**config.mk**
```make
export PLATFORM = sky130hd
export DESIGN_NAME = uart_tx_buffered
export DESIGN_NICKNAME = d
export VERILOG_FILES = /design/src/rtl/uart_pkg.sv /design/src/rtl/uart_sync_fifo.sv /design/src/rtl/uart_tx_buffered.sv
export SDC_FILE = /design/constraint.sdc
export NUM_CORES = 1
export LEC_CHECK = 0
export CAP_MARGIN = 5
export CELL_PAD_IN_SITES_DETAIL_PLACEMENT = 1
export CELL_PAD_IN_SITES_GLOBAL_PLACEMENT = 1
export CORE_MARGIN = 1.5
export CORE_UTILIZATION = 40
export CTS_CLUSTER_SIZE = 25
export DETAILED_ROUTE_END_ITERATION = 8
export PLACE_DENSITY_LB_ADDON = 0.1
export SLEW_MARGIN = 10
export SYNTH_ARGS = -nofsm -noshare
export SYNTH_HDL_FRONTEND = slang
export SYNTH_SLANG_ARGS = --single-unit
```
**constraint.sdc**
```tcl
create_clock -name clk -period 3.5 [get_ports clk]
set_clock_uncertainty 0.2 [all_clocks]
set_input_delay 0.35 -clock clk [delete_from_list [all_inputs] [get_ports clk]]
set_output_delay 0.35 -clock clk [all_outputs]
set_load 0.02 [all_outputs]
```
**src/rtl/uart_pkg.sv**
```systemverilog
// Shared UART definitions: parity modes, transmitter FSM states and frame sizing.
package uart_pkg;

    typedef enum logic [1:0] {
        ParityNone = 2'd0,
        ParityOdd  = 2'd1,
        ParityEven = 2'd2
    } uart_parity_e;

    typedef enum logic [2:0] {
        StIdle,
        StStart,
        StData,
        StParity,
        StStop
    } uart_tx_state_e;

    function automatic int unsigned uart_frame_bits(input int unsigned data_bits,
                                                    input int unsigned parity,
                                                    input int unsigned stop_bits);
        return 1 + data_bits + ((parity != 0) ? 1 : 0) + stop_bits;
    endfunction

endpackage

```
**src/rtl/uart_sync_fifo.sv**
```systemverilog
// Synchronous FIFO with a combinational head read and a registered occupancy count.
module uart_sync_fifo #(
    parameter int unsigned WIDTH = 8,
    parameter int unsigned DEPTH = 4
) (
    input  logic                     clk,
    input  logic                     rst,
    input  logic                     push,
    input  logic [WIDTH-1:0]         push_data,
    input  logic                     pop,
    output logic [WIDTH-1:0]         rd_data,
    output logic                     full,
    output logic                     empty,
    output logic [$clog2(DEPTH):0]   level
);

    localparam int unsigned AW = $clog2(DEPTH);

    logic [AW:0]      wr_ptr_q, rd_ptr_q, level_q;
    logic [WIDTH-1:0] mem_q [DEPTH];
    logic             push_ok, pop_ok;

    // Extra pointer MSB distinguishes full from empty when the indices match.
    assign full    = (wr_ptr_q[AW] != rd_ptr_q[AW]) && (wr_ptr_q[AW-1:0] == rd_ptr_q[AW-1:0]);
    assign empty   = (wr_ptr_q == rd_ptr_q);
    assign push_ok = push && !full;
    assign pop_ok  = pop && !empty;
    assign rd_data = mem_q[rd_ptr_q[AW-1:0]];
    assign level   = level_q;

    always_ff @(posedge clk) begin
        if (push_ok) begin
            mem_q[wr_ptr_q[AW-1:0]] <= push_data;
        end
    end

    always_ff @(posedge clk) begin
        if (rst) begin
            wr_ptr_q <= '0;
            rd_ptr_q <= '0;
            level_q  <= '0;
        end else begin
            if (push_ok) wr_ptr_q <= wr_ptr_q + (AW+1)'(1);
            if (pop_ok)  rd_ptr_q <= rd_ptr_q + (AW+1)'(1);
            if (push_ok && !pop_ok) begin
                level_q <= level_q + (AW+1)'(1);
            end else if (!push_ok && pop_ok) begin
                level_q <= level_q - (AW+1)'(1);
            end
        end
    end

endmodule

```
**src/rtl/uart_tx_buffered.sv**
```systemverilog
// Buffered UART transmitter: FIFO-fed serializer with optional parity and 1-2 stop bits.
module uart_tx_buffered
    import uart_pkg::*;
#(
    parameter int unsigned CLOCK_DIV  = 434,
    parameter int unsigned DATA_BITS  = 8,
    parameter int unsigned PARITY     = 0,
    parameter int unsigned STOP_BITS  = 1,
    parameter int unsigned FIFO_DEPTH = 4
) (
    input  logic                              clk,
    input  logic                              rst,
    input  logic                              txValid,
    input  logic [DATA_BITS-1:0]              txData,
    output logic                              txReady,
    output logic                              uartTx,
    output logic                              uartBusyTx,
    output logic [$clog2(FIFO_DEPTH+1)-1:0]   fifoLevel
);

    localparam int unsigned  CntW       = $clog2(CLOCK_DIV);
    localparam int unsigned  BitW       = 4;
    localparam uart_parity_e ParityMode = uart_parity_e'(2'(PARITY));

    uart_tx_state_e       state_q, state_d;
    logic [CntW-1:0]      cnt_q, cnt_d;
    logic [BitW-1:0]      bit_q, bit_d;
    logic [DATA_BITS-1:0] shift_q, shift_d;
    logic                 parity_q, parity_d;
    logic                 tx_q, tx_d;
    logic                 busy_q, busy_d;

    logic [DATA_BITS-1:0] head;
    logic                 full, empty, pop, load, bit_end, head_parity;

    uart_sync_fifo #(
        .WIDTH (DATA_BITS),
        .DEPTH (FIFO_DEPTH)
    ) u_fifo (
        .clk       (clk),
        .rst       (rst),
        .push      (txValid),
        .push_data (txData),
        .pop       (pop),
        .rd_data   (head),
        .full      (full),
        .empty     (empty),
        .level     (fifoLevel)
    );

    assign txReady     = !full;
    assign uartTx      = tx_q;
    assign uartBusyTx  = busy_q;
    assign bit_end     = (cnt_q == CntW'(CLOCK_DIV - 1));
    assign head_parity = (ParityMode == ParityOdd) ? ~^head : ^head;

    always_comb begin
        state_d  = state_q;
        cnt_d    = bit_end ? '0 : cnt_q + CntW'(1);
        bit_d    = bit_q;
        shift_d  = shift_q;
        parity_d = parity_q;
        tx_d     = tx_q;
        busy_d   = busy_q;
        load     = 1'b0;
        pop      = 1'b0;

        unique case (state_q)
            StIdle: begin
                cnt_d = '0;
                if (!empty) load = 1'b1;
            end
            StStart: begin
                if (bit_end) begin
                    state_d = StData;
                    bit_d   = '0;
                    tx_d    = shift_q[0];
                end
            end
            StData: begin
                if (bit_end) begin
                    shift_d = shift_q >> 1;
                    if (bit_q == BitW'(DATA_BITS - 1)) begin
                        bit_d = '0;
                        if (ParityMode != ParityNone) begin
                            state_d = StParity;
                            tx_d    = parity_q;
                        end else begin
                            state_d = StStop;
                            tx_d    = 1'b1;
                        end
                    end else begin
                        bit_d = bit_q + BitW'(1);
                        tx_d  = shift_q[1];
                    end
                end
            end
            StParity: begin
                if (bit_end) begin
                    state_d = StStop;
                    bit_d   = '0;
                    tx_d    = 1'b1;
                end
            end
            StStop: begin
                if (bit_end) begin
                    if (bit_q == BitW'(STOP_BITS - 1)) begin
                        // Back-to-back frames: reload on the very edge the stop bit ends.
                        if (!empty) begin
                            load = 1'b1;
                        end else begin
                            state_d = StIdle;
                            tx_d    = 1'b1;
                            busy_d  = 1'b0;
                        end
                    end else begin
                        bit_d = bit_q + BitW'(1);
                    end
                end
            end
            default: state_d = StIdle;
        endcase

        if (load) begin
            pop      = 1'b1;
            shift_d  = head;
            parity_d = head_parity;
            cnt_d    = '0;
            bit_d    = '0;
            tx_d     = 1'b0;
            busy_d   = 1'b1;
            state_d  = StStart;
        end
    end

    always_ff @(posedge clk) begin
        if (rst) begin
            state_q  <= StIdle;
            cnt_q    <= '0;
            bit_q    <= '0;
            shift_q  <= '0;
            parity_q <= 1'b0;
            tx_q     <= 1'b1;
            busy_q   <= 1'b0;
        end else begin
            state_q  <= state_d;
            cnt_q    <= cnt_d;
            bit_q    <= bit_d;
            shift_q  <= shift_d;
            parity_q <= parity_d;
            tx_q     <= tx_d;
            busy_q   <= busy_d;
        end
    end

endmodule

```
### Yosys cells after proc, flatten, opt, wreduce, memory -nomap -nowiden

Memories as Yosys holds them, arrays and structs flattened. A register that Yosys moved wholly into a read port is not among the register bits.
Index checks and enable logic that the tools add are counted.

| storage, ports and cells | value |
|---|---|
| bits in registers | 35 |
| memory bits (writable) | 32 |
| output and inout port bits | 6 |
| logic and storage cells | 115 |
| memories | 1 |

Memories:

| memory | depth | bits a word | read ports | clocked after Yosys merged registers in | wr ports | RTL line | source |
|---|---|---|---|---|---|---|---|
| u_fifo.mem_q | 4 | 8 | 1 | 1 | 1 | uart_sync_fifo.sv:20 | `logic [WIDTH-1:0] mem_q [DEPTH];` |

| operators by class | value |
|---|---|
| $add $sub $neg | 6 |
| eq/ne operators | 26 |
| multiplexer cells | 43 |
| bitwise logic cells | 1 |
| reductions and logical operators | 28 |

Operators by type and width:

| operator | count |
|---|---|
| $mux W3 | 9 |
| $mux W8 | 3 |
| $ne A3 B3 Y1 const B | 7 |
| $mux W1 | 20 |
| $mux W4 | 5 |
| $ne A2 B2 Y1 const B | 9 |
| $reduce_and A8 Y1 | 2 |
| $pmux W3 S5 | 1 |
| $pmux W4 S3 | 1 |
| $reduce_bool A2 Y1 | 6 |
| $add A3 B1 Y3 const B | 3 |
| $add A9 B1 Y9 const B | 1 |
| $eq A9 B9 Y1 const B | 1 |
| $reduce_and A7 Y1 | 1 |
| $eq A3 B2 Y1 const B | 2 |
| $logic_and A1 B1 Y1 | 5 |
| $reduce_and A5 Y1 | 1 |
| $reduce_bool A5 Y1 | 1 |
| $add A4 B1 Y4 const B | 1 |
| $eq A4 B3 Y1 const B | 1 |
| $logic_not A1 Y1 | 4 |
| $logic_not A4 Y1 | 1 |
| $mux W2 | 2 |
| $pmux W1 S4 | 1 |
| other kinds (15) | 16 |

### Depth between registers and ports, before layout

Gate-level depths: netlist (run 1).

| logic depth | value |
|---|---|
| depth after elaboration | 10 |
| gate-level depth with buffers | 14 |
| depth with buffers taken out | 12 |

### Hierarchy

From an unflattened synthesis (run 1), not the netlist that was laid out.

| second synthesis, totals | value |
|---|---|
| cell total of the unflattened synthesis | 276 |
| area, all modules | 3,200.6 um^2 |

Modules (own cells, without submodules):

| module | instances | cells an instance | area each (um^2) | sequential area each (um^2) |
|---|---|---|---|---|
| uart_sync_fifo | 1 | 125 | 1,884.3 | 1,181.1 |
| uart_tx_buffered | 1 | 151 | 1,316.3 | 520.5 |

### Least setup slack after synthesis (run 1)

No wires, ideal clock.

| timing path | value |
|---|---|
| path type | register to register |
| start | register cnt_q[1] |
| end | register u_fifo.level_q[2] (netlist: u_fifo.level[2]) |
| arrival | 2.617 ns |
| required time | 3.229 ns |
| slack | 0.612 ns |
| stages on the path, launching flop included | 15 |
| path buffers | 2 |
| cells stage by stage | dfxtp_1 -> inv_1 -> ha_1 -> and4b_1 -> a31o_2 -> and2_1 -> buf_6 -> inv_6 -> buf_8 -> ha_1 -> inv_1 -> fa_1 -> xor2_1 -> or3_1 -> a21oi_1 |

| between the ends | value |
|---|---|
| cells in the longest elaborated chain, start to end | 8 |
| elaborated cells between the ends (all ways) | 10 |

RTL lines:

| what | RTL line | source |
|---|---|---|
| start, declared | uart_tx_buffered.sv:26 | `logic [CntW-1:0] cnt_q, cnt_d;` |
| start signal, assigned | uart_tx_buffered.sv:147 | `cnt_q <= cnt_d;` |
| $eq A9 B9 Y1 (*) | uart_tx_buffered.sv:54 | `assign bit_end = (cnt_q == CntW'(CLOCK_DIV - 1));` |
| $mux W1 (*) | uart_tx_buffered.sv:106 | `if (bit_end) begin` |
| $pmux W1 S2 (*) | uart_tx_buffered.sv:68 | `unique case (state_q)` |
| $mux W1 (*) | uart_tx_buffered.sv:124 | `if (load) begin` |
| $logic_and A1 B1 Y1 (*) | uart_sync_fifo.sv:27 | `assign pop_ok = pop && !empty;` |
| $logic_not A1 Y1 | uart_sync_fifo.sv:45 | `if (push_ok && !pop_ok) begin` |
| $logic_and A1 B1 Y1 | uart_sync_fifo.sv:45 |  |
| $mux W3 / $reduce_bool A2 Y1 (equally long branches) | -- |  |
| end signal, assigned | uart_sync_fifo.sv:46 | `level_q <= level_q + (AW+1)'(1);` |
| end signal, assigned | uart_sync_fifo.sv:48 | `level_q <= level_q - (AW+1)'(1);` |
| end, declared | uart_sync_fifo.sv:19 | `logic [AW:0] wr_ptr_q, rd_ptr_q, level_q;` |

Every way passes the cells marked *; elsewhere a longest branch is shown, timed or not.
A chain may end at the register's enable or synchronous reset.

### Final worst setup path (run 1)

Ends and elaborated chain as after synthesis.

==> results of run 1 <==
-- layout by cell type (no fill, tap or decap), drive strengths merged, types with 10 or more instances in the layout --
cell type	count
xnor2	11
ha	10
edfxtp	32
dfxtp	37
clkdlybuf4s50	16
nand2	14
inv	12
nor2	29
clkbuf	10
nand3	14
a21oi	17
-- final cells by class --
type | count | share of cell area, %
repair buffers | 19 | 5.163
flip-flops and latches | 69 | 48.09
inverters | 11 | 1.308
clock buffers | 10 | 3.607
multi-input cells | 168 | 35.18
well taps | 99 | 3.501
clock inverters | 6 | 3.147
-- synth_stat cells (4+ instances only) --
master | n | area, µm²
sky130_fd_sc_hd__nand2_1 | 13 | 48.80
sky130_fd_sc_hd__inv_1 | 10 | 37.54
sky130_fd_sc_hd__edfxtp_1 | 32 | 960.9
sky130_fd_sc_hd__nand3_1 | 14 | 70.07
sky130_fd_sc_hd__o21ai_0 | 5 | 25.02
sky130_fd_sc_hd__mux4_2 | 8 | 180.2
sky130_fd_sc_hd__a21oi_1 | 17 | 85.08
sky130_fd_sc_hd__ha_1 | 10 | 125.1
sky130_fd_sc_hd__dfxtp_1 | 37 | 740.7
sky130_fd_sc_hd__mux2i_1 | 4 | 40.04
sky130_fd_sc_hd__clkbuf_1 | 5 | 18.77
sky130_fd_sc_hd__nor2_1 | 29 | 108.9
sky130_fd_sc_hd__a22oi_1 | 5 | 37.54
sky130_fd_sc_hd__and2_1 | 5 | 31.28
sky130_fd_sc_hd__xnor2_1 | 11 | 96.34
sky130_fd_sc_hd__xor2_1 | 8 | 70.07
sky130_fd_sc_hd__nor3_1 | 4 | 20.02
-- state kept, by name, indices dropped and copies added, names as in the netlist, named ones only --
register / flops
bit_q: 4
cnt_q: 9
shift_q: 8
state_q: 3
u_fifo.level: 3
u_fifo.mem_q: 32
u_fifo.rd_ptr_q: 3
u_fifo.wr_ptr_q: 3
uartBusyTx: 1
uartTx: 1
-- cells by family (layout without fill, tap and decap cells) --
logic type	Yosys count	after routing	synth area share, %
flip-flops	69	69	55.60
multiplexers	12	12	7.195
adder cells (fa/ha/maj)	11	11	4.742
XOR/XNOR	19	19	5.437
AO/OA/AOI/OAI	40	40	9.076
buffers and inverters	22	46	3.720
AND/OR/NAND/NOR	86	86	14.23
-- routing by layer --
| layer | GRT usage, % | part of all wire (%) | up-vias |
|---|---|---|---|
| li1 | - | - | 971 |
| met1 | 22.89 | 50 | 956 |
| met2 | 25.38 | 47 | 20 |
| met3 | 4.040 | 2.0 | 9 |
| met4 | 6.746 | 1.8 | 0 |
| met5 | 0 | 0 | - |
-- per-stage QoR --
step,power (W),util [%],instance area [µm²]
2_1_floorplan,0.001602,-,3060
3_3_place_gp,0.001733,45.01,3299
3_5_place_dp,0.001751,45.01,3299
4_1_cts,0.002540,48.27,3538
5_1_grt,0.002662,48.27,3538
6_report,0.002510,48.27,3538
-- worst min-delay path, cell delays in order (launching register included) --
cell and delay (ns):
sky130_fd_sc_hd__dfxtp_1 0.31, sky130_fd_sc_hd__nand3_1 0.06, sky130_fd_sc_hd__a21oi_1 0.06
-- worst paths after layout --
kind                      to  slack, ns
min reg2reg       shift_q[3]       0.27
max reg2reg  u_fifo.level[2]       0.39
max          u_fifo.level[2]       0.39
min               shift_q[3]       0.27
-- power groups by stage --
stage	clock network, W	registers, W	logic (W)
after floorplan	0	0.00106	0.000543
after global placement	0	0.00109	0.000639
after detailed placement	0	0.00109	0.000656
after CTS	0.000803	0.00108	0.000659
after global routing	0.000838	0.00110	0.000726
final	0.000787	0.00108	0.000648
==> metrics.sh, run 1 <==
SETUP_VIOL_COUNT_FINAL=0
FINAL-MAX-SLEW-VIOLATION-COUNT=0
YOSYS_REGISTER_BITS=69
POWER_FRAC_COMB_PCT=25.8
YS_DOMINANT_REG_CELL='sky130_fd_sc_hd__dfxtp_1'
WORSTPATHMAXFANOUT=14
SYNTH-WARNING-COUNT=0
FP.DIEAREA_UM2=8185
CORE-AREA_UM2=7331
POST_SYNTHESIS_SEQUENTIAL_AREA_RATIO_PCT=55.60
TIMING.FINAL.CRIT_SHARE_PCT=88.73
POST_SYNTH_NUM_CELL_TYPES=47
WORST_REG2REG_PATH_STARTPOINT='cnt_q[1]'
CPLARGESTDELAYFAMILY='simple AND/OR/NAND/NOR gates'
NETSWITCHINGPOWER_W=0.0007811
LAYOUT.FILLER_CELLS=766
CLOCK_POWER_SHARE_PCT=31.3
WHS_NS=0.2710
RUN_STATUS='finished clean'
TIMING.FINAL.CRIT_PERIOD_NS=3.106
GRTUSAGETOTAL_PCT=16.71
IO-PIN-COUNT=17
TIMING.HOLD.WORST_PATH_DEPTH=2
SETUP.WORST_PATH.START_CLASS='register'
SYN_AVG_CELL_AREA_UM2=11.82
GRT_PASS1_VIAS=2003
SYN_TO_FINAL_GROWTH_PCT=15.62
VIA_PER_INST=5.120
CRIT_TYPE='reg2reg'
CTS_SINKS=69
ROUTED_WIRELENGTH_UM=6194
REGISTER_AREA_UM2=1702
POST-PLACE-WS_NS=0.3839
CLK-INSERTION-DELAY-LATE_NS=0.35
CRITICAL_PATH.N_BUFFERS_INVERTERS=3
POST_CTS_RESIZED=0
CTS-BUFFERS-INSERTED=9
CTS_TREE='built'
TOP_ACHIEVABLE_CLOCK_SPEED_MHz=322.0
POWER_PER_CELL_AREA_nW_PER_UM2=709.4
CP.ARRIVAL_NS=3.19
DRT.ANTENNA.VIOLATING_NETS=0
CAP_VIOL_MAX_COUNT=0
FINAL_NETS=300
INITIAL_UTILIZATION_PCT=41.75
SWITCHING_SHARE_PCT=31.12
FINALHOLDVIOLATIONS=0
DRT_FIRST_ITER_VIOLATIONS=80
VERTICAL_DIE_DIMENSION_UM=90.47
NUMPLACEDINSTANCES=366
VIA_COUNT=1956
HOLD_BUFFERS=0
TIMING.CRITICAL_PATH.CELLS='inv_1, ha_1, and4b_1, a31o_2, and2_1, inv_6, ha_1, inv_1, fa_1, xor2_1, or3_1, a21oi_1'
WORST_SETUP_PATH_END_KIND='register'
POST_ROUTE_CELLS_DRIVE_ABOVE_1_SHARE_PCT=13.78
ROW_COUNT=31
CTS.CLK_SLEW.WORST_PATHS_NS=0.08
SYNTH-ASYNC-RESET-RATIO_PCT=0
DRC=0
CLOCK_TREE.HTREE_LEVEL_COUNT=3
FINAL_CELL_COUNT_NO_FILL=382
MIN_PATH_TYPE='reg2reg'
ACTUAL_TRANSITION_AT_THE_WORST_MAX_TRANSITION_PIN_NS=0.5419
UNREPAIRED_SETUP_ENDPOINTS_AFTER_GLOBAL_ROUTING='false'
CLOCKROOTBUFFER='sky130_fd_sc_hd__clkbuf_8'
CRIT_SLOWEST_CELL='sky130_fd_sc_hd__dfxtp_1'
INTERNAL_POWER_W=0.001729
MAX-SLEW-MARGIN-REL_PCT=63.87
CLOCK_TREE.BUFFER_DEPTH=2
VDD.IR_DROP.WORST_mV=0.2875
TIMING.CRITICAL_PATH.FROM='cnt_q[1]'
TIMING.SETUP.TNS_NS=0
WORST_SLACK_NS=0.3945
DPL.HPWL_UM=4436
WL_PER_CELL_UM=16.21
MULTI_INPUT_AREA_UM2=1245
GRT_OVERFLOW_TOTAL=0
REG2REG_DEPTH=12
SYNTH_NETS=281
GRT_PASS1_WL_UM=10460
CPPEAKSTAGEDELAY_NS=0.37
TIMING.CRITICAL_PATH.REQUIRED_NS=3.58
SYNTH_EDF_COUNT=32
WORSTSETUPPATHDEPTH=12
N_ANTENNA_CELL=0
DRT_PASS1_ITERATIONS=4
SYNTHESIS.AREA_UM2=3060
SEQUENTIALPOWERSHARE_PCT=42.9
PORTBUFFERS=16
FINALWEIGHTEDCONGESTION=0.7368
SYN-INSTANCE-COUNT=259
POWER.LEAKAGE_nW=1.237
HP-START='shift_q[3]'
CTS_SETUP_BUFFERS=0
ANTENNA_FOUND_INITIAL=0
DIE-WIDTH_UM=90.47
GRT_START_MAX_NET_PINS=18
Note: power is estimated with default switching activity, not from simulation.
==> inputs of run 2 (changes only) <==
Settings changed: CTS_CLUSTER_SIZE 25 to 30.
==> results of run 2 <==
Same layout as run 1: the final DEF is identical, and so are final timing and power.
==> inputs of run 3 (changes only) <==
Settings changed: GPL_ROUTABILITY_DRIVEN from default to 0.
==> results of run 3 <==
Same layout as run 1: the final DEF is identical, and so are final timing and power.
